===== src/rtl/gate_vector_sequencer.sv =====
// Drives a 2-input gate under test from a synchronous-read vector table and counts output mismatches.
// Optional define GATE_SEQ_FIRST_FAIL_EN adds capture of the first failing vector of each run.
module gate_vector_sequencer #(
    parameter int NUM_VECTORS   = 24,
    parameter int IDX_W         = 11,
    parameter int ERR_W         = 11,
    parameter int SETTLE_CYCLES = 1
) (
    input  logic             clk_i,
    input  logic             rst_ni,
    input  logic             start_i,
    output logic [IDX_W-1:0] vec_addr_o,
    input  logic [2:0]       vec_data_i,
    output logic             dut_a_o,
    output logic             dut_b_o,
    input  logic             dut_y_i,
    output logic             busy_o,
    output logic             done_o,
    output logic             pass_o,
    output logic [IDX_W-1:0] vector_index_o,
    output logic [ERR_W-1:0] error_count_o
`ifdef GATE_SEQ_FIRST_FAIL_EN
    ,
    output logic             first_fail_valid_o,
    output logic [IDX_W-1:0] first_fail_index_o,
    output logic [2:0]       first_fail_vec_o
`endif
);

    typedef enum logic [2:0] {
        ST_IDLE,
        ST_FETCH,
        ST_APPLY,
        ST_SETTLE,
        ST_CHECK,
        ST_DONE
    } state_t;

    localparam logic [IDX_W-1:0] LAST_IDX    = IDX_W'(NUM_VECTORS - 1);
    localparam logic [7:0]       SETTLE_INIT = 8'(SETTLE_CYCLES);

    state_t           state_q, state_d;
    logic [IDX_W-1:0] vec_addr_q, vec_addr_d;
    logic [IDX_W-1:0] index_q, index_d;
    logic [ERR_W-1:0] err_q, err_d;
    logic [7:0]       settle_q, settle_d;
    logic             a_q, a_d;
    logic             b_q, b_d;
    logic             exp_q, exp_d;
`ifdef GATE_SEQ_FIRST_FAIL_EN
    logic             ff_valid_q, ff_valid_d;
    logic [IDX_W-1:0] ff_index_q, ff_index_d;
    logic [2:0]       ff_vec_q, ff_vec_d;
`endif

    always_ff @(posedge clk_i or negedge rst_ni) begin
        if (!rst_ni) begin
            state_q    <= ST_IDLE;
            vec_addr_q <= '0;
            index_q    <= '0;
            err_q      <= '0;
            settle_q   <= '0;
            a_q        <= 1'b0;
            b_q        <= 1'b0;
            exp_q      <= 1'b0;
`ifdef GATE_SEQ_FIRST_FAIL_EN
            ff_valid_q <= 1'b0;
            ff_index_q <= '0;
            ff_vec_q   <= '0;
`endif
        end else begin
            state_q    <= state_d;
            vec_addr_q <= vec_addr_d;
            index_q    <= index_d;
            err_q      <= err_d;
            settle_q   <= settle_d;
            a_q        <= a_d;
            b_q        <= b_d;
            exp_q      <= exp_d;
`ifdef GATE_SEQ_FIRST_FAIL_EN
            ff_valid_q <= ff_valid_d;
            ff_index_q <= ff_index_d;
            ff_vec_q   <= ff_vec_d;
`endif
        end
    end

    always_comb begin
        state_d    = state_q;
        vec_addr_d = vec_addr_q;
        index_d    = index_q;
        err_d      = err_q;
        settle_d   = settle_q;
        a_d        = a_q;
        b_d        = b_q;
        exp_d      = exp_q;
`ifdef GATE_SEQ_FIRST_FAIL_EN
        ff_valid_d = ff_valid_q;
        ff_index_d = ff_index_q;
        ff_vec_d   = ff_vec_q;
`endif
        case (state_q)
            ST_IDLE, ST_DONE: begin
                if (start_i) begin
                    state_d    = ST_FETCH;
                    index_d    = '0;
                    err_d      = '0;
                    vec_addr_d = '0;
`ifdef GATE_SEQ_FIRST_FAIL_EN
                    ff_valid_d = 1'b0;
                    ff_index_d = '0;
                    ff_vec_d   = '0;
`endif
                end
            end
            ST_FETCH: state_d = ST_APPLY;
            ST_APPLY: begin
                // Memory data for vec_addr presented during FETCH is valid now.
                {a_d, b_d, exp_d} = vec_data_i;
                settle_d          = SETTLE_INIT;
                state_d           = ST_SETTLE;
            end
            ST_SETTLE: begin
                settle_d = settle_q - 8'd1;
                if (settle_q <= 8'd1) begin
                    state_d = ST_CHECK;
                end
            end
            ST_CHECK: begin
                if (dut_y_i != exp_q) begin
                    if (err_q != '1) begin
                        err_d = err_q + ERR_W'(1);
                    end
`ifdef GATE_SEQ_FIRST_FAIL_EN
                    if (!ff_valid_q) begin
                        ff_valid_d = 1'b1;
                        ff_index_d = index_q;
                        ff_vec_d   = {a_q, b_q, dut_y_i};
                    end
`endif
                end
                if (index_q == LAST_IDX) begin
                    state_d = ST_DONE;
                end else begin
                    index_d    = index_q + IDX_W'(1);
                    vec_addr_d = index_q + IDX_W'(1);
                    state_d    = ST_FETCH;
                end
            end
            default: state_d = ST_IDLE;
        endcase
    end

    assign vec_addr_o     = vec_addr_q;
    assign dut_a_o        = a_q;
    assign dut_b_o        = b_q;
    assign busy_o         = (state_q == ST_FETCH) || (state_q == ST_APPLY) ||
                            (state_q == ST_SETTLE) || (state_q == ST_CHECK);
    assign done_o         = (state_q == ST_DONE);
    assign pass_o         = (state_q == ST_DONE) && (err_q == '0);
    assign vector_index_o = index_q;
    assign error_count_o  = err_q;
`ifdef GATE_SEQ_FIRST_FAIL_EN
    assign first_fail_valid_o = ff_valid_q;
    assign first_fail_index_o = ff_index_q;
    assign first_fail_vec_o   = ff_vec_q;
`endif

endmodule


===== config.mk =====
export PLATFORM = sky130hd
export DESIGN_NAME = gate_vector_sequencer
export DESIGN_NICKNAME = d
export VERILOG_FILES = /design/src/rtl/gate_vector_sequencer.sv
export SDC_FILE = /design/constraint.sdc
export NUM_CORES = 1
export LEC_CHECK = 0
export CORE_AREA = 2 2 68 70
export CTS_BUF_LIST = sky130_fd_sc_hd__clkbuf_2
export DETAILED_ROUTE_END_ITERATION = 6
export DIE_AREA = 0 0 70 72
export PLACE_DENSITY = 0.86
export RECOVER_POWER = 25
export SETUP_SLACK_MARGIN = 0.02
export SKIP_LAST_GASP = 1
export SYNTH_ARGS = -nofsm -noshare
export SYNTH_HDL_FRONTEND = slang
export SYNTH_SLANG_ARGS = --single-unit

===== constraint.sdc =====
create_clock -name clk_i -period 2.3 [get_ports clk_i]
set_clock_uncertainty 0.05 [all_clocks]
set_input_delay 0.46 -clock clk_i [delete_from_list [all_inputs] [get_ports clk_i]]
set_output_delay 0.46 -clock clk_i [all_outputs]
set_load 0.005 [all_outputs]

==> reports/results.tsv, run 1 <==
metric	value	unit
cts.sinks	36	
ant_nets	0	
antennaDiodeCount	0	
crit_type	reg2out	
postSynthCellCount	240	
multi_input_area	1126	sq um
grt_start_max_net_pins	37	
clk_pin_slew_worst_paths	0.19	ns
p_leak	0.001124	uW
drt_pass1_iterations	5	
gp_congestion	0.9596	
ys_async_sr_fraction	1.000	
max_cap_violations	0	
worst_skew_pair.late_latency	0.40	ns
synth_flop_cell	dfrtp_1	
layout-drive-gt1-share	0.1468	
hold_class	reg2reg	
initial_core_util	0.5126	
peakVddDrop	0.2340	mV
max_stage_delay	0.54	ns
cp_cell_sequence	or4_4, nor4b_2, buf_2	
worst_setup_path_start_kind	flip-flop	
hold_viol	0	
synth_edf_count	0	
htree_levels	2	
fin_nets	304	
hold_ws	0.4876	ns
drt_wl_total	5330	microns
io_buffers	44	
rows	24	
syn_to_final_growth	26.96	%
syn-mean-instance-area	9.108	sq um
cp.arrival	1.74	ns
track_usage	0.2127	
syn_nets	252	
ios	45	
cts_tree	built	
antenna_found_initial	0	
cts_root_buffer	clkbuf_2	
layout_common_cells	41 x clkdlybuf4s50_1, 36 x dfrtp_1, 28 x nand2_1, 23 x buf_4, 16 x o21ai_0	
core_area	4264	sq um
cts-buffers-inserted	5	
die_w	70	microns
wl_per_cell	15.45	microns
crit_path_top_delay_cell	or4_4	
required	1.79	ns
dieArea	5040	sq um
grt_pass1_wl	8431	microns
yosysUniqueCellTypes	49	
outcome	finished clean	
dieHeight	72	microns
netlist_area	2186	sq um
critPathCaptureType	primary output	
seq_area	900.9	sq um
cp_max_fo	2	
fmax	444.7	MHz
yosys_warnings	0	
rsz0062_at_grt	true	
hpwl	3751	microns
slew_headroom	0.4055	
seq_area_frac_synth	0.4121	
utilization	0.6508	
p_per_area	485.5	nW/um^2
mostFrequentLayoutCell	clkdlybuf4s50_1	
routed_via_density	6.038	
clockBufferDepth	2	
finalCritPeriodShare	0.9777	
ys_ff_latch	36	
fillers	355	
setup_viol	0	
worst_slew_pin_slew	0.8917	ns
grt_overflow	0	
maxSlewViolCount	0	
grt_pass1_vias	1872	
first_iter_violations	194	
drc	0	
via_count	2083	
period_needed	2.249	ns
==> cell families after synthesis <==
family | after synthesis | share of synthesized area
compound gates | 53 | 0.1712
xor+xnor | 6 | 0.02404
fa+ha+maj | 5 | 0.02862
buf+inv | 31 | 0.07842
flops | 36 | 0.4121
mux | 6 | 0.02976
simple gates | 103 | 0.2559
==> where the power goes <==
group	leakage (uW)	switching [uW]	internal (uW)
clock	0.0000266	222	75.9
sequential	0.000439	49.4	679
combinational	0.000658	140	181
==> per-layer routing <==
metal / track usage / wire [microns] / up-vias
met5: 0 / 0 / -
met4: 0.09615 / 89 / 0
met3: 0.03056 / 290 / 12
met2: 0.3735 / 2648 / 93
met1: 0.2622 / 2302 / 992
li1: - / - / 986
==> critical path, delay by kind of cell (launching register included) <==
kind / cells / cell delay (ns)
simple gates: 2 / 0.78
buf+inv: 1 / 0.14
flops: 1 / 0.43
==> final cells by class <==
cell class / instances / area share
multi-input combinational: 173 / 0.4058
sequential: 36 / 0.3246
timing repair buffer: 68 / 0.2205
tap: 52 / 0.02344
clock buffer: 6 / 0.01082
inverter: 8 / 0.01082
clock inverter: 2 / 0.004058
==> synthesized netlist by cell type, types with 3 or more instances <==
cell	count	area [sq um]
dfrtp_1	36	900.9
nand2_1	28	105.1
o21ai_0	16	80.08
nor2_1	13	48.80
buf_4	12	90.09
nand3_1	10	50.05
a31oi_1	9	56.30
clkbuf_1	8	30.03
inv_1	8	30.03
or4_1	8	60.06
o211ai_1	7	52.55
nor3_1	6	30.03
ha_1	5	62.56
nand2b_1	5	31.28
nand4_1	5	31.28
xnor2_1	5	43.79
and2_1	4	25.02
mux2_2	4	45.04
nor4_1	4	25.02
or3_1	4	25.02
a22o_1	3	26.28
and3_1	3	18.77
o31ai_1	3	22.52
==> state kept, by name (all words and copies together), names as in the netlist <==
register        cells
dut_a_o             1
dut_b_o             1
error_count_o      11
exp_q               1
settle_q            8
state_q             3
vector_index_o     11
==> per-stage QoR <==
step / power (uW) / area (sq um) / TNS [ns] / std cells / setup slack [ns]
detailed placement: 1047 / 2708 / 0 / 334 / 0.07067
floorplan: 855.1 / 2186 / 0 / 240 / 0.3140
finish: 1347 / 2775 / 0 / 345 / 0.05122
CTS: 1353 / 2768 / 0 / 344 / 0.05026
global route: 1409 / 2775 / -0.01324 / 345 / -0.01324
global placement: 1035 / 2708 / 0 / 334 / 0.1005
==> path summary, 6_finish.rpt <==
| path | startpoint | end | slack (ns) | depth (start not counted) |
|---|---|---|---|---|
| worst max register to register | vector_index_o[1] | vector_index_o[3] | 0.21 | 6 |
| max in group asynchronous | rst_ni | vector_index_o[7] | 1.00 | 2 |
| worst min-delay path | dut_b_o | dut_b_o | 0.49 | 1 |
| worst min register to register | dut_b_o | dut_b_o | 0.49 | 1 |
| worst max-delay path | error_count_o[7] | pass_o | 0.05 | 3 |
| min in group asynchronous | rst_ni | dut_a_o | 0.63 | 2 |
==> timing repair <==
| action | in CTS | in global routing |
|---|---|---|
| setup buffers | 2 | 1 |
| gates resized for setup | 7 | 1 |
| setup endpoints to repair | 2 | 2 |
| hold buffers | 0 | 0 |
(Power assumes the default switching activity.)
==> run 2, diff against run 1 <==
--- a/config.mk
+++ b/config.mk
@@ -7,10 +7,12 @@
 export LEC_CHECK = 0
 export CORE_AREA = 2 2 68 70
 export CTS_BUF_LIST = sky130_fd_sc_hd__clkbuf_2
+export CTS_CLUSTER_SIZE = 40
 export DETAILED_ROUTE_END_ITERATION = 6
 export DIE_AREA = 0 0 70 72
 export PLACE_DENSITY = 0.86
 export RECOVER_POWER = 25
+export REMOVE_ABC_BUFFERS = 1
 export SETUP_SLACK_MARGIN = 0.02
 export SKIP_LAST_GASP = 1
 export SYNTH_ARGS = -nofsm -noshare
==> reports/results.tsv, run 2 (same netlist as run 1, synthesis figures left out) <==
metric	value	unit	change
antennaDiodeCount	0		unchanged
drc	0		unchanged
io_buffers	44		unchanged
ant_nets	0		unchanged
syn_to_final_growth	25.76	%	was 26.96%
cp.arrival	1.75	ns	was 1.74 ns
antenna_found_initial	0		unchanged
max_stage_delay	0.54	ns	about the same
hold_class	reg2reg		unchanged
period_needed	2.262	ns	was 2.249 ns
core_area	4264	sq um	unchanged
critPathCaptureType	primary output		unchanged
cellInternalPower	1031	uW	was 935.5 uW
p_per_area	524.9	nW/um^2	was 485.5 nW/um^2
drt_pass1_iterations	4		was 5
grt_start_max_net_pins	37		unchanged
die_w	70	microns	unchanged
grt_pass1_wl	8728	microns	was 8431 microns
timing.final.ws_setup	0.03811	ns	was 0.05122 ns
outcome	finished clean		unchanged
max_cap_violations	0		unchanged
crit_type	reg2out		unchanged
required	1.79	ns	about the same
layout-drive-gt1-share	0.1259		was 0.1468
clk_pin_slew_worst_paths	0.22	ns	was 0.19 ns
fmax	442.1	MHz	was 444.7 MHz
clkPwrFrac	0.283		was 0.221
combinationalPowerShare	0.216		was 0.238
routed_via_density	5.905		was 6.038
track_usage	0.2154		was 0.2127
grt_overflow	0		unchanged
p_leak	0.001104	uW	was 0.001124 uW
swShare	0.2854		was 0.3056
initial_core_util	0.5126		unchanged
cp_max_fo	2		unchanged
slew_headroom	0.4047		was 0.4055
finalCritPeriodShare	0.9834		was 0.9777
via_count	1996		was 2083
pwr-share-seq	0.502		was 0.541
rows	24		unchanged
crit_path_top_delay_cell	or4_1		was or4_4
cts_hold_buf	0		unchanged
cts_tree	built		unchanged
htree_levels	2		unchanged
worst_skew_pair.late_latency	0.40	ns	about the same
hold_ws	0.4910	ns	was 0.4876 ns
cts-buffers-inserted	5		unchanged
drt_wl_total	5213	microns	was 5330 microns
gp_congestion	0.9330		was 0.9596
cp_cell_sequence	or4_1, nor4b_2, buf_2		was or4_4, nor4b_2, buf_2
ios	45		unchanged
rsz0062_at_grt	true		unchanged
setup_viol	0		unchanged
dieHeight	72	microns	unchanged
worst_slew_pin_slew	0.8930	ns	was 0.8917 ns
dieArea	5040	sq um	unchanged
p_sw	411.8	uW	was 411.7 uW
final_cells	338		was 345
fin_nets	297		was 304
worst_setup_path_start_kind	flip-flop		unchanged
hpwl	3684	microns	was 3751 microns
hold_viol	0		unchanged
first_iter_violations	174		was 194
pre_cts_slack	0.06670	ns	was 0.07067 ns
peakVddDrop	0.2984	mV	was 0.2340 mV
layout_common_cells	41 x clkdlybuf4s50_1, 36 x dfrtp_1, 28 x nand2_1, 16 x o21ai_0, 16 x buf_4		was 41 x clkdlybuf4s50_1, 36 x dfrtp_1, 28 x nand2_1, 23 x buf_4, 16 x o21ai_0
wl_per_cell	15.42	microns	was 15.45 microns
mostFrequentLayoutCell	clkdlybuf4s50_1		unchanged
cts.sinks	36		unchanged
place_inst	330		was 334
maxSlewViolCount	0		unchanged
clockBufferDepth	2		unchanged
grt_pass1_vias	1906		was 1872
cts_root_buffer	clkbuf_2		unchanged
-- run 2: changes by cell type in the layout (fill, tap and decap cells not counted) --
cell	delta
clkbuf_2	-1
clkinv_1	-1
clkinv_2	+1
or4_1	+1
buf_4	-7
dlymetal6s2s_1	+1
or4_4	-1
dlygate4sd2_1	-1
bufinv_16	+1
-- run 2: repair_timing --
item	in CTS	in global routing
buffers inserted	0	0
resized for setup	5	2
pin swaps	1	0
endpoints found under the setup margin	1	3
-- run 2: power by group through the flow --
stage,clock (uW),combinational (uW),sequential [uW]
2_1_floorplan,0,96.3,755
3_3_place_gp,0,299,733
3_5_place_dp,0,308,737
4_1_cts,417,313,724
5_1_grt,448,344,731
6_report,408,311,724
-- run 2: path summary, 6_finish.rpt --
| path | from | to | slack [ns] | cells past startpoint |
|---|---|---|---|---|
| setup / recovery | error_count_o[7] | pass_o | 0.04 | 3 |
| hold / removal | dut_b_o | dut_b_o | 0.49 | 1 |
| setup reg to reg | error_count_o[0] | error_count_o[8] | 0.21 | 5 |
| hold reg to reg | dut_b_o | dut_b_o | 0.49 | 1 |
| max in group asynchronous | rst_ni | settle_q[0] | 0.99 | 2 |
| min in group asynchronous | rst_ni | vector_index_o[4] | 0.63 | 2 |
-- run 2: layout make-up --
type                    count  area [sq um]
inverters                   8         30.03
multi-input cells         173          1122
flip-flops and latches     36         900.9
repair buffers             61         563.0
clock inverters             3         42.54
fillers                   353          1515
well taps                  52         65.06
clock buffers               5         25.02
-- run 2: critical path: cells and delay by family (launching register included) --
kind,cells,cell delay (ns)
buffers and inverters,1,0.15
AND/OR/NAND/NOR,2,0.78
flip-flops,1,0.42
-- run 2: layer usage --
metal | up-vias | GRT usage | part of all wire
li1 | 969 | - | -
met1 | 957 | 0.2867 | 0.46
met2 | 66 | 0.3587 | 0.48
met3 | 4 | 0.05000 | 0.058
met4 | 0 | 0.05556 | 0.0040
met5 | - | 0 | 0
-- run 2: through the flow --
| step | TNS [ns] | instance area, sq um | power, uW | utilization |
|---|---|---|---|---|
| 6_report | 0 | 2749 | 1443 | 0.6447 |
| 5_1_grt | -0.04335 | 2749 | 1523 | 0.6447 |
| 4_1_cts | 0 | 2746 | 1454 | 0.6441 |
| 3_5_place_dp | 0 | 2678 | 1045 | 0.6279 |
| 3_3_place_gp | 0 | 2678 | 1031 | 0.6279 |
| 2_1_floorplan | -0.1446 | 2044 | 851.5 | - |
==> run 3, diff against run 2 <==
--- a/config.mk
+++ b/config.mk
@@ -5,12 +5,12 @@
 export SDC_FILE = /design/constraint.sdc
 export NUM_CORES = 1
 export LEC_CHECK = 0
-export CORE_AREA = 2 2 68 70
+export CORE_AREA = 2 2 74 76
 export CTS_BUF_LIST = sky130_fd_sc_hd__clkbuf_2
 export CTS_CLUSTER_SIZE = 40
 export DETAILED_ROUTE_END_ITERATION = 6
-export DIE_AREA = 0 0 70 72
-export PLACE_DENSITY = 0.86
+export DIE_AREA = 0 0 76 78
+export PLACE_DENSITY = 0.76
 export RECOVER_POWER = 25
 export REMOVE_ABC_BUFFERS = 1
 export SETUP_SLACK_MARGIN = 0.02
==> reports/results.tsv, run 3 (same netlist as run 1, synthesis figures left out) <==
metric	value	unit	change
initial_core_util	0.4335		was 0.5126
p_leak	0.001131	uW	was 0.001104 uW
period_needed	2.276	ns	was 2.262 ns
cts_root_buffer	clkbuf_2		unchanged
syn_to_final_growth	28.68	%	was 25.76%
core_area	5042	sq um	was 4264 sq um
fmax	439.3	MHz	was 442.1 MHz
gp_congestion	0.8751		was 0.9330
hold_class	reg2reg		unchanged
rows	26		was 24
pwr-share-seq	0.491		was 0.502
cts_tree	built		unchanged
routed_via_density	5.612		was 5.905
cellInternalPower	1042	uW	was 1031 uW
globalRoute.busiestLayer	met2		unchanged
ios	45		unchanged
cp_max_fo	2		unchanged
use_met2	0.3196		was 0.3587
ant_nets	0		unchanged
dieHeight	78	microns	was 72 microns
cts-buffers-inserted	5		unchanged
track_usage	0.1981		was 0.2154
rsz0062_at_grt	true		unchanged
critPathCaptureType	primary output		unchanged
htree_levels	2		unchanged
setup_viol	0		unchanged
maxSlewViolCount	0		unchanged
wl_per_cell	15.33	microns	was 15.42 microns
slew_headroom	0.4183		was 0.4047
first_iter_violations	147		was 174
antenna_found_initial	0		unchanged
layout_common_cells	41 x clkdlybuf4s50_1, 36 x dfrtp_1, 28 x nand2_1, 21 x buf_4, 16 x o21ai_0		was 41 x clkdlybuf4s50_1, 36 x dfrtp_1, 28 x nand2_1, 16 x o21ai_0, 16 x buf_4
via_count	2026		was 1996
drc	0		unchanged
worst_setup_path_start_kind	flip-flop		unchanged
grt.met3_usage	0.04767		was 0.05000
drt_pass1_iterations	4		unchanged
crit_type	reg2out		unchanged
utilization	0.5578		was 0.6447
clockBufferDepth	2		unchanged
peakVddDrop	0.2727	mV	was 0.2984 mV
combinationalPowerShare	0.235		was 0.216
fin_nets	302		was 297
worst_slew_pin_slew	0.8725	ns	was 0.8930 ns
p_sw	413.2	uW	was 411.8 uW
clkPwrFrac	0.274		was 0.283
layout-drive-gt1-share	0.1375		was 0.1259
hold_viol	0		unchanged
dieArea	5928	sq um	was 5040 sq um
required	1.79	ns	about the same
hpwl	3895	microns	was 3684 microns
clk_pin_slew_worst_paths	0.19	ns	was 0.22 ns
finalCritPeriodShare	0.9896		was 0.9834
grt_start_max_net_pins	37		unchanged
final_cells	361		was 338
grt_pass1_vias	2024		was 1906
swShare	0.2840		was 0.2854
cp.arrival	1.77	ns	was 1.75 ns
grt_use_met1	0.2567		was 0.2867
grt_overflow	0		unchanged
max_cap_violations	0		unchanged
worst_skew_pair.late_latency	0.40	ns	about the same
antennaDiodeCount	0		unchanged
outcome	finished clean		unchanged
place_inst	352		was 330
die_w	76	microns	was 70 microns
io_buffers	44		unchanged
drt_wl_total	5535	microns	was 5213 microns
cts.sinks	36		unchanged
cts_hold_buf	0		unchanged
p_per_area	517.2	nW/um^2	was 524.9 nW/um^2
mostFrequentLayoutCell	clkdlybuf4s50_1		unchanged
grt_pass1_wl	9508	microns	was 8728 microns
## run 3: what timing repair did
action | 4_1_cts | 5_1_grt
resized for setup | 6 | 3
endpoints found under the hold margin | 0 | 0
pin swaps | 1 | 2
endpoints found under the setup margin | 2 | 2
buffers inserted | 1 | 0
## run 3: layout make-up
| class | count | area [sq um] |
|---|---|---|
| Clock buffer | 5 | 25.02 |
| Clock inverter | 3 | 37.54 |
| Fill cell | 464 | 2230 |
| Inverter | 8 | 30.03 |
| Multi-Input combinational cell | 173 | 1135 |
| Sequential cell | 36 | 900.9 |
| Tap cell | 70 | 87.58 |
| Timing Repair Buffer | 66 | 596.8 |
## run 3: critical path, stage by stage, from the launching register on
cell and delay (ns):
dfrtp_1 0.42, or4_4 0.55, nor4b_4 0.26, buf_2 0.15
## run 3: path summary, 6_finish.rpt
path                                   from                 end  slack, ns  depth (start not counted)
max                        error_count_o[9]              pass_o       0.02                          3
min                                 dut_b_o             dut_b_o       0.48                          1
max reg2reg                error_count_o[1]    error_count_o[9]       0.22                          5
min reg2reg                         dut_b_o             dut_b_o       0.48                          1
max in group asynchronous            rst_ni   vector_index_o[1]       1.03                          2
min in group asynchronous            rst_ni  vector_index_o[10]       0.63                          2
## run 3: per-stage QoR
stage	total power [uW]	worst slack (ns)	setup TNS (ns)	cell area [sq um]	hold WS, ns
after detailed placement	1062	-0.004032	-0.004032	2730	0.4445
final	1455	0.02383	0	2813	0.4819
after global routing	1541	-0.04679	-0.04679	2813	0.5246
after global placement	1047	0.03142	0	2730	0.4377
after CTS	1460	0.02240	0	2800	0.4000
after floorplan	851.5	-0.02702	-0.1446	2044	0.1144
## run 3: per-layer routing
layer	vias up	wire, microns
met5	-	0
li1	971	-
met1	973	2520
met2	70	2592
met4	0	120
met3	12	301
## run 3: power by group through the flow
| stage | combinational (uW) | clock, uW | sequential (uW) |
|---|---|---|---|
| after detailed placement | 336 | 0 | 725 |
| final | 342 | 399 | 714 |
| after global placement | 325 | 0 | 722 |
| after floorplan | 96.3 | 0 | 755 |
| after CTS | 339 | 408 | 714 |
| after global routing | 378 | 439 | 723 |
